<file path="config.mk">
export PLATFORM = sky130hd
export DESIGN_NAME = write_buffer_flat
export DESIGN_NICKNAME = d
export VERILOG_FILES = /design/src/rtl/write_buffer_if.sv /design/src/rtl/write_buffer.sv /design/src/flat_wrapper.sv
export SDC_FILE = /design/constraint.sdc
export NUM_CORES = 1
export LEC_CHECK = 0
export BUFFER_PORTS_ARGS = -buffer_cell sky130_fd_sc_hd__buf_2
export CAP_MARGIN = 20
export CORE_MARGIN = 8
export CORE_UTILIZATION = 59
export DETAILED_ROUTE_END_ITERATION = 10
export PLACE_DENSITY = 0.89
export SLEW_MARGIN = 15
export SYNTH_ARGS = -nofsm -noshare
export SYNTH_HDL_FRONTEND = slang
export SYNTH_SLANG_ARGS = --single-unit
</file>
<file path="constraint.sdc">
create_clock -name HCLK -period 9.72 [get_ports HCLK]
set_input_delay 1.458 -clock HCLK [delete_from_list [all_inputs] [get_ports HCLK]]
set_output_delay 1.458 -clock HCLK [all_outputs]
set_load 0.005 [all_outputs]
</file>
<file path="src/rtl/write_buffer_if.sv">
// AHB-Lite slave bus plus Y-port handshake for the write_buffer block.
// Signal names follow the AHB / Y-port naming used by the rest of the system.
interface write_buffer_if;
  // AHB-Lite slave side
  logic        HWRITE;
  logic        HSEL;
  logic [1:0]  HTRANS;
  logic [2:0]  HSIZE;
  logic [31:0] HWDATA;
  logic [31:0] HADDR;
  logic        HREADY;
  logic        HREADYOUT;
  logic [31:0] HRDATA;
  // Y-port towards the slow consumer
  logic        YACK;
  logic        YREQ;
  logic [31:0] YDATA;
  logic        YPARITY;
  // Run-time parity select: 1 = odd, 0 = even
  logic        PARTYSEL;

  // The block itself
  modport slave (
    input  HWRITE, HSEL, HTRANS, HSIZE, HWDATA, HADDR, HREADY, YACK, PARTYSEL,
    output HREADYOUT, HRDATA, YREQ, YDATA, YPARITY
  );

  // Bus master / consumer environment around the block
  modport master (
    output HWRITE, HSEL, HTRANS, HSIZE, HWDATA, HADDR, HREADY, YACK, PARTYSEL,
    input  HREADYOUT, HRDATA, YREQ, YDATA, YPARITY
  );
endinterface

</file>
<file path="src/rtl/write_buffer.sv">
// write_buffer: AHB-Lite posted-write buffer. Writes are pushed into a small
// circular FIFO and drained one word at a time over a four-phase req/ack
// Y-port with a selectable-parity bit. Reads return a status word. The bus is
// stalled only while a write is pending against a full FIFO.
module write_buffer #(
  parameter int DEPTH = 4  // power of two, >= 2
) (
  input  logic HCLK,
  input  logic HRESET,     // asynchronous, active-low
  write_buffer_if.slave bus
);

  localparam int PW = $clog2(DEPTH);
  localparam int CW = PW + 1;

  typedef enum logic [1:0] {
    Y_IDLE    = 2'd0,
    Y_REQ     = 2'd1,
    Y_WAITLOW = 2'd2
  } y_state_e;

  // Storage and FIFO bookkeeping
  logic [31:0]   mem [DEPTH];
  logic [PW-1:0] wr_ptr_q, wr_ptr_d;
  logic [PW-1:0] rd_ptr_q, rd_ptr_d;
  logic [CW-1:0] count_q, count_d;

  // Data-phase flags captured from the accepted address phase
  logic pend_q, pend_d;   // a write data phase is outstanding
  logic rd_q, rd_d;       // a read data phase is in progress

  // Y-port state and registered outputs
  y_state_e    state_q;
  logic        yreq_q;
  logic [31:0] ydata_q;

  logic        accept;
  logic        full;
  logic        empty;
  logic        push;
  logic        pop;
  logic        ready_out;
  logic [31:0] count_w;
  logic [31:0] status;

  // Size and address are not decoded: single word-wide register slave.
  logic unused_inputs;
  assign unused_inputs = ^{bus.HSIZE, bus.HADDR};

  assign accept = bus.HSEL & bus.HREADY & bus.HTRANS[1];
  assign full   = (count_q == CW'(DEPTH));
  assign empty  = (count_q == '0);

  // The head is consumed when the consumer acknowledges an outstanding request.
  assign pop  = (state_q == Y_REQ) & bus.YACK;
  // A pending write lands as soon as there is room, including room made by a
  // pop in the very same cycle.
  assign push = pend_q & (~full | pop);

  // Wait only while the pending write cannot land this cycle.
  assign ready_out = ~(pend_q & full & ~pop);

  assign count_w = 32'(count_q);
  assign status  = {24'b0, count_w[3:0], 2'b0, full, empty};

  // Next-state for the bus data-phase flags
  always_comb begin
    // NOTE: every variable gets a default first so no path leaves it unassigned
    // and no latch is inferred.
    pend_d = pend_q & ~push;
    rd_d   = rd_q;
    if (bus.HREADY & ready_out) begin
      pend_d = accept & bus.HWRITE;
      rd_d   = accept & ~bus.HWRITE;
    end
  end

  // Next-state for pointers and occupancy count
  always_comb begin
    wr_ptr_d = wr_ptr_q + PW'(push);
    rd_ptr_d = rd_ptr_q + PW'(pop);
    count_d  = count_q + CW'(push) - CW'(pop);
  end

  // Bus flags and FIFO bookkeeping registers
  always_ff @(posedge HCLK or negedge HRESET) begin
    // NOTE: sequential state uses non-blocking assignments so every flop samples
    // pre-edge values regardless of statement order.
    if (!HRESET) begin
      pend_q   <= 1'b0;
      rd_q     <= 1'b0;
      wr_ptr_q <= '0;
      rd_ptr_q <= '0;
      count_q  <= '0;
    end else begin
      pend_q   <= pend_d;
      rd_q     <= rd_d;
      wr_ptr_q <= wr_ptr_d;
      rd_ptr_q <= rd_ptr_d;
      count_q  <= count_d;
    end
  end

  // FIFO storage write port
  always_ff @(posedge HCLK) begin
    // NOTE: the data array is deliberately not reset; the count and pointers
    // define which entries are valid, so clearing storage buys nothing.
    if (push) begin
      mem[wr_ptr_q] <= bus.HWDATA;
    end
  end

  // Y-port four-phase handshake with registered YREQ/YDATA
  always_ff @(posedge HCLK or negedge HRESET) begin
    if (!HRESET) begin
      state_q <= Y_IDLE;
      yreq_q  <= 1'b0;
      ydata_q <= '0;
    end else begin
      case (state_q)
        Y_IDLE: begin
          // The head is latched into YDATA here, so the slot can be reused by
          // a push in the same cycle as its later pop.
          if (!empty) begin
            state_q <= Y_REQ;
            yreq_q  <= 1'b1;
            ydata_q <= mem[rd_ptr_q];
          end
        end
        Y_REQ: begin
          if (bus.YACK) begin
            state_q <= Y_WAITLOW;
            yreq_q  <= 1'b0;
          end
        end
        Y_WAITLOW: begin
          // Guarantees at least one cycle of YREQ low between words.
          if (!bus.YACK) begin
            state_q <= Y_IDLE;
          end
        end
        default: begin
          state_q <= Y_IDLE;
          yreq_q  <= 1'b0;
        end
      endcase
    end
  end

  assign bus.HREADYOUT = ready_out;
  assign bus.HRDATA    = rd_q ? status : 32'h0;
  assign bus.YREQ      = yreq_q;
  assign bus.YDATA     = ydata_q;
  // Parity follows PARTYSEL combinationally, even mid-request.
  assign bus.YPARITY   = (^ydata_q) ^ bus.PARTYSEL;

endmodule

</file>
<file path="src/flat_wrapper.sv">
// flat-port wrapper written by rule: the top's interface ports become plain ports
module write_buffer_flat 
#(
  parameter int DEPTH = 4                       
)
  (HCLK, HRESET, bus_HWRITE, bus_HSEL, bus_HTRANS, bus_HSIZE, bus_HWDATA, bus_HADDR, bus_HREADY, bus_YACK, bus_PARTYSEL, bus_HREADYOUT, bus_HRDATA, bus_YREQ, bus_YDATA, bus_YPARITY);
  write_buffer_if bus_i ();
  input  logic HCLK;
  input  logic HRESET;
  input wire logic [$bits(bus_i.HWRITE)-1:0] bus_HWRITE;
  input wire logic [$bits(bus_i.HSEL)-1:0] bus_HSEL;
  input wire logic [$bits(bus_i.HTRANS)-1:0] bus_HTRANS;
  input wire logic [$bits(bus_i.HSIZE)-1:0] bus_HSIZE;
  input wire logic [$bits(bus_i.HWDATA)-1:0] bus_HWDATA;
  input wire logic [$bits(bus_i.HADDR)-1:0] bus_HADDR;
  input wire logic [$bits(bus_i.HREADY)-1:0] bus_HREADY;
  input wire logic [$bits(bus_i.YACK)-1:0] bus_YACK;
  input wire logic [$bits(bus_i.PARTYSEL)-1:0] bus_PARTYSEL;
  output wire logic [$bits(bus_i.HREADYOUT)-1:0] bus_HREADYOUT;
  output wire logic [$bits(bus_i.HRDATA)-1:0] bus_HRDATA;
  output wire logic [$bits(bus_i.YREQ)-1:0] bus_YREQ;
  output wire logic [$bits(bus_i.YDATA)-1:0] bus_YDATA;
  output wire logic [$bits(bus_i.YPARITY)-1:0] bus_YPARITY;
  assign bus_i.HWRITE = bus_HWRITE;
  assign bus_i.HSEL = bus_HSEL;
  assign bus_i.HTRANS = bus_HTRANS;
  assign bus_i.HSIZE = bus_HSIZE;
  assign bus_i.HWDATA = bus_HWDATA;
  assign bus_i.HADDR = bus_HADDR;
  assign bus_i.HREADY = bus_HREADY;
  assign bus_i.YACK = bus_YACK;
  assign bus_i.PARTYSEL = bus_PARTYSEL;
  assign bus_HREADYOUT = bus_i.HREADYOUT;
  assign bus_HRDATA = bus_i.HRDATA;
  assign bus_YREQ = bus_i.YREQ;
  assign bus_YDATA = bus_i.YDATA;
  assign bus_YPARITY = bus_i.YPARITY;
  write_buffer #(.DEPTH(DEPTH)) u_core (.HCLK(HCLK), .HRESET(HRESET), .bus(bus_i));
endmodule
</file>
==> results_dict.tcl <==
set metrics [dict create \
    slew_headroom 0.2989 \
    floorplan.die_area_mm2 0.01539 \
    synth.area.top_cells "sky130_fd_sc_hd__edfxtp_1, sky130_fd_sc_hd__dfrtp_1, sky130_fd_sc_hd__mux4_2, sky130_fd_sc_hd__mux2_2, sky130_fd_sc_hd__xnor2_1" \
    p_per_area_mw_per_mm2 350.4 \
    synth_sequential_area_ratio 0.7179 \
    die_w_um 124.0 \
    achievable-frequency_ghz 0.2287 \
    worstSkewPairLatency_ps 420 \
    setup_violations 0 \
    clk_pin_slew_ps 60 \
    number_of_max_slew_violations_in_the_final_report 0 \
    chipHeight_um 124.0 \
    vias 3287 \
    hold_class "reg -> reg" \
    cts_tree "done" \
    dp_cells 567 \
    core_mm2 0.01142 \
    min_period_ps 4373 \
    syn_area_per_cell_um2 19.51 \
    dr.first_iter.drc_count 247 \
    dpl_worst_slack_ps 5315 \
    wirelength_um 12290 \
    place_area_mm2 0.007333 \
    clock_tree.htree_level_count 4 \
    count_of_flip_flops_with_a_built_in_enable_after_synthesis 128 \
    resized_cells_post_cts 0 \
    post_route_clock_period_utilization 0.4499 \
    detail_route.vias_per_cell 5.478 \
    reg2reg_to "u_core.mem[2][31]$_DFFE_PP_" \
    finished_layout_cell_area_mm2 0.007973 \
    antenna_found_initial 0 \
    top_level_ports 143 \
    cp_data_required_time_ps 8260 \
    postLayoutSetupSlackWorst_ps 5347 \
    drt_drc_violations_left 0 \
    final_common_cell "sky130_fd_sc_hd__edfxtp_1" \
    crit_path_end_kind "output port" \
    setup_tns_ps 0 \
    synth_cell_types 28 \
    r2r_setup_slack_ps 7160 \
    cts_hold_repair.buffers 0 \
    worstMarginPinSlew_ps 1049 \
    finClkSkew_ps 9.343 \
    instances_no_fill 600 \
    gp_congestion 0.7038 \
    synthesis.instances 353 \
    run_status "completed" \
    ys_warn_count 0 \
    yosys_most_used_dff "sky130_fd_sc_hd__edfxtp_1" \
    layout_common_cells "sky130_fd_sc_hd__edfxtp_1, sky130_fd_sc_hd__buf_2, sky130_fd_sc_hd__dfrtp_1" \
    design.final.nets 522 \
    sequential_cell_area_mm2 0.004946 \
    grt_pass1_wl_um 18800 \
    syn2layout_area_growth_pct 15.75 \
    synth_seq_cells 172 \
    drive_above_1_share 0.4057 \
    static-leakage-power_nw 2.957 \
    globalRouteOverflowTotal 0 \
    multi_input_area_mm2 0.001760 \
    timing_worst_setup_path_type "in -> out" \
    r2r_cells 6 \
    number_of_fillers_in_the_final_layout 689 \
    cp.arrival_ps 2910 \
    worst_r2r_startpoint "u_core.state_q[1]$_DFFE_PN0P_" \
    async_flop_share 0.2558 \
    floorplan.rows 39 \
    post_cts_setup_repair_bufs 0 \
    peakVddDrop_mv 0.2717 \
    number_of_buffers_added_by_the_clock_tree_synthesis_step 17 \
    timing.hold.worst_path_depth 2 \
    worstHoldStart "u_core.bus.YREQ$_DFFE_PN0P_" \
    numPortBuffers 79 \
    clock-sinks 172 \
    post-dp-hpwl_um 7356 \
    mappedNetlistArea_mm2 0.006888 \
    cap_viol_max_count 0 \
    vias_in_the_first_global_route 3547 \
    synthDominantCellAreaShare 0.5580 \
    router_iterations_before_antenna_repair 4 \
    worstSetupStartpointType "input pin" \
    initial_core_util 0.6032 \
    groute.usage.overall 0.1686 \
    whs_endpoint "u_core.bus.YREQ$_DFFE_PN0P_" \
    clock-root-buffer "sky130_fd_sc_hd__clkbuf_16" \
    rsz_0062_raised_after_global_routing "false" \
    cell_type_with_the_highest_aggregate_area_in_the_netlist "sky130_fd_sc_hd__edfxtp_1" \
    grt_max_degree 45 \
    wl_per_cell_um 20.48 \
    clock_tree.buffer_depth 2 \
    timing.final.hold_violations 0 \
    number_of_nets_with_antenna_violations_after_routing 0 \
    cp_max_fo 1 \
]
cell usage after synthesis, drive strengths merged (2+ instances only):
cell	count
edfxtp	128
buf	36
xnor2	31
dfrtp	44
mux4	32
and2	6
inv	4
nor2	5
ha	2
nor3	2
nand2	10
clkbuf	3
mux2	32
o21ai	2
xor2	6
stage by stage:
stage | hold slack (ps) | power [mW] | utilization
CTS | 483.8 | 2.829 | 0.6978
detailed placement | 467.9 | 2.108 | 0.6422
global placement | 457.8 | 2.079 | 0.6422
floorplan | 467.4 | 1.797 | -
global route | 511.0 | 2.940 | 0.6980
finish | 481.4 | 2.794 | 0.6982
how the worst max path moves through the flow:
stage                                       endpoint    startpoint  cells after the start  slack (ps)
after global routing                     bus_YPARITY  bus_PARTYSEL                      7        5250
after detailed placement                 bus_YPARITY  bus_PARTYSEL                      7        5320
after global placement                   bus_YPARITY  bus_PARTYSEL                      7        5310
after floorplan           u_core.mem[1][0]$_DFFE_PP_      bus_YACK                      4        5000
final                                    bus_YPARITY  bus_PARTYSEL                      7        5350
after CTS                                bus_YPARITY  bus_PARTYSEL                      7        5290
power by group:
| group | internal [mW] | switching, mW | leakage, nW |
|---|---|---|---|
| clock | 0.438 | 0.272 | 0.288 |
| sequential | 0.908 | 0.0972 | 1.67 |
| combinational | 0.602 | 0.477 | 0.998 |
sequential cells by signal, indices dropped and copies added, names as in the netlist:
signal and flops:
u_core.rd_q 1, u_core.count_q 3, u_core.pend_q 1, u_core.state_q 2, u_core.mem 128, u_core.bus.YDATA 32, u_core.bus.YREQ 1, u_core.wr_ptr_q 2
u_core.rd_ptr_q 2
logic make-up (layout without fill, tap and decap cells):
logic type,Yosys count,in the layout,synth area share
DFF,172,172,0.7179
muxes,64,64,0.1569
buffers and inverters,43,120,0.04341
xor gates and xnor gates,38,38,0.05141
and+or+nand+nor,29,29,0.02071
adders and majority gates,3,3,0.006539
AOI/OAI and AO/OA,3,3,0.002544
other,1,28,0.0005444
routing by layer:
| metal | routed length, µm | global-route usage | part of all wire |
|---|---|---|---|
| met2 | 6422 | 0.2892 | 0.52 |
| met1 | 4634 | 0.1899 | 0.38 |
| met4 | 169 | 0.06989 | 0.014 |
| met3 | 1059 | 0.05712 | 0.086 |
| met5 | 0 | 0 | 0 |
worst max-delay path: stages:
cell and delay [ps]:
sky130_fd_sc_hd__buf_2 100, sky130_fd_sc_hd__xnor2_1 240, sky130_fd_sc_hd__xnor2_1 180, sky130_fd_sc_hd__xnor2_1 160
sky130_fd_sc_hd__xnor3_1 430, sky130_fd_sc_hd__xnor2_1 190, sky130_fd_sc_hd__buf_2 160
cell type report:
type / instances / area share
sequential: 172 / 0.6204
clock inverter: 13 / 0.02401
tap: 143 / 0.02244
multi-input combinational: 164 / 0.2208
timing repair buffer: 84 / 0.05461
clock buffer: 19 / 0.05556
antenna: 1 / 0.0003139
inverter: 4 / 0.001883
No activity file was read; power rests on OpenSTA's default activity.
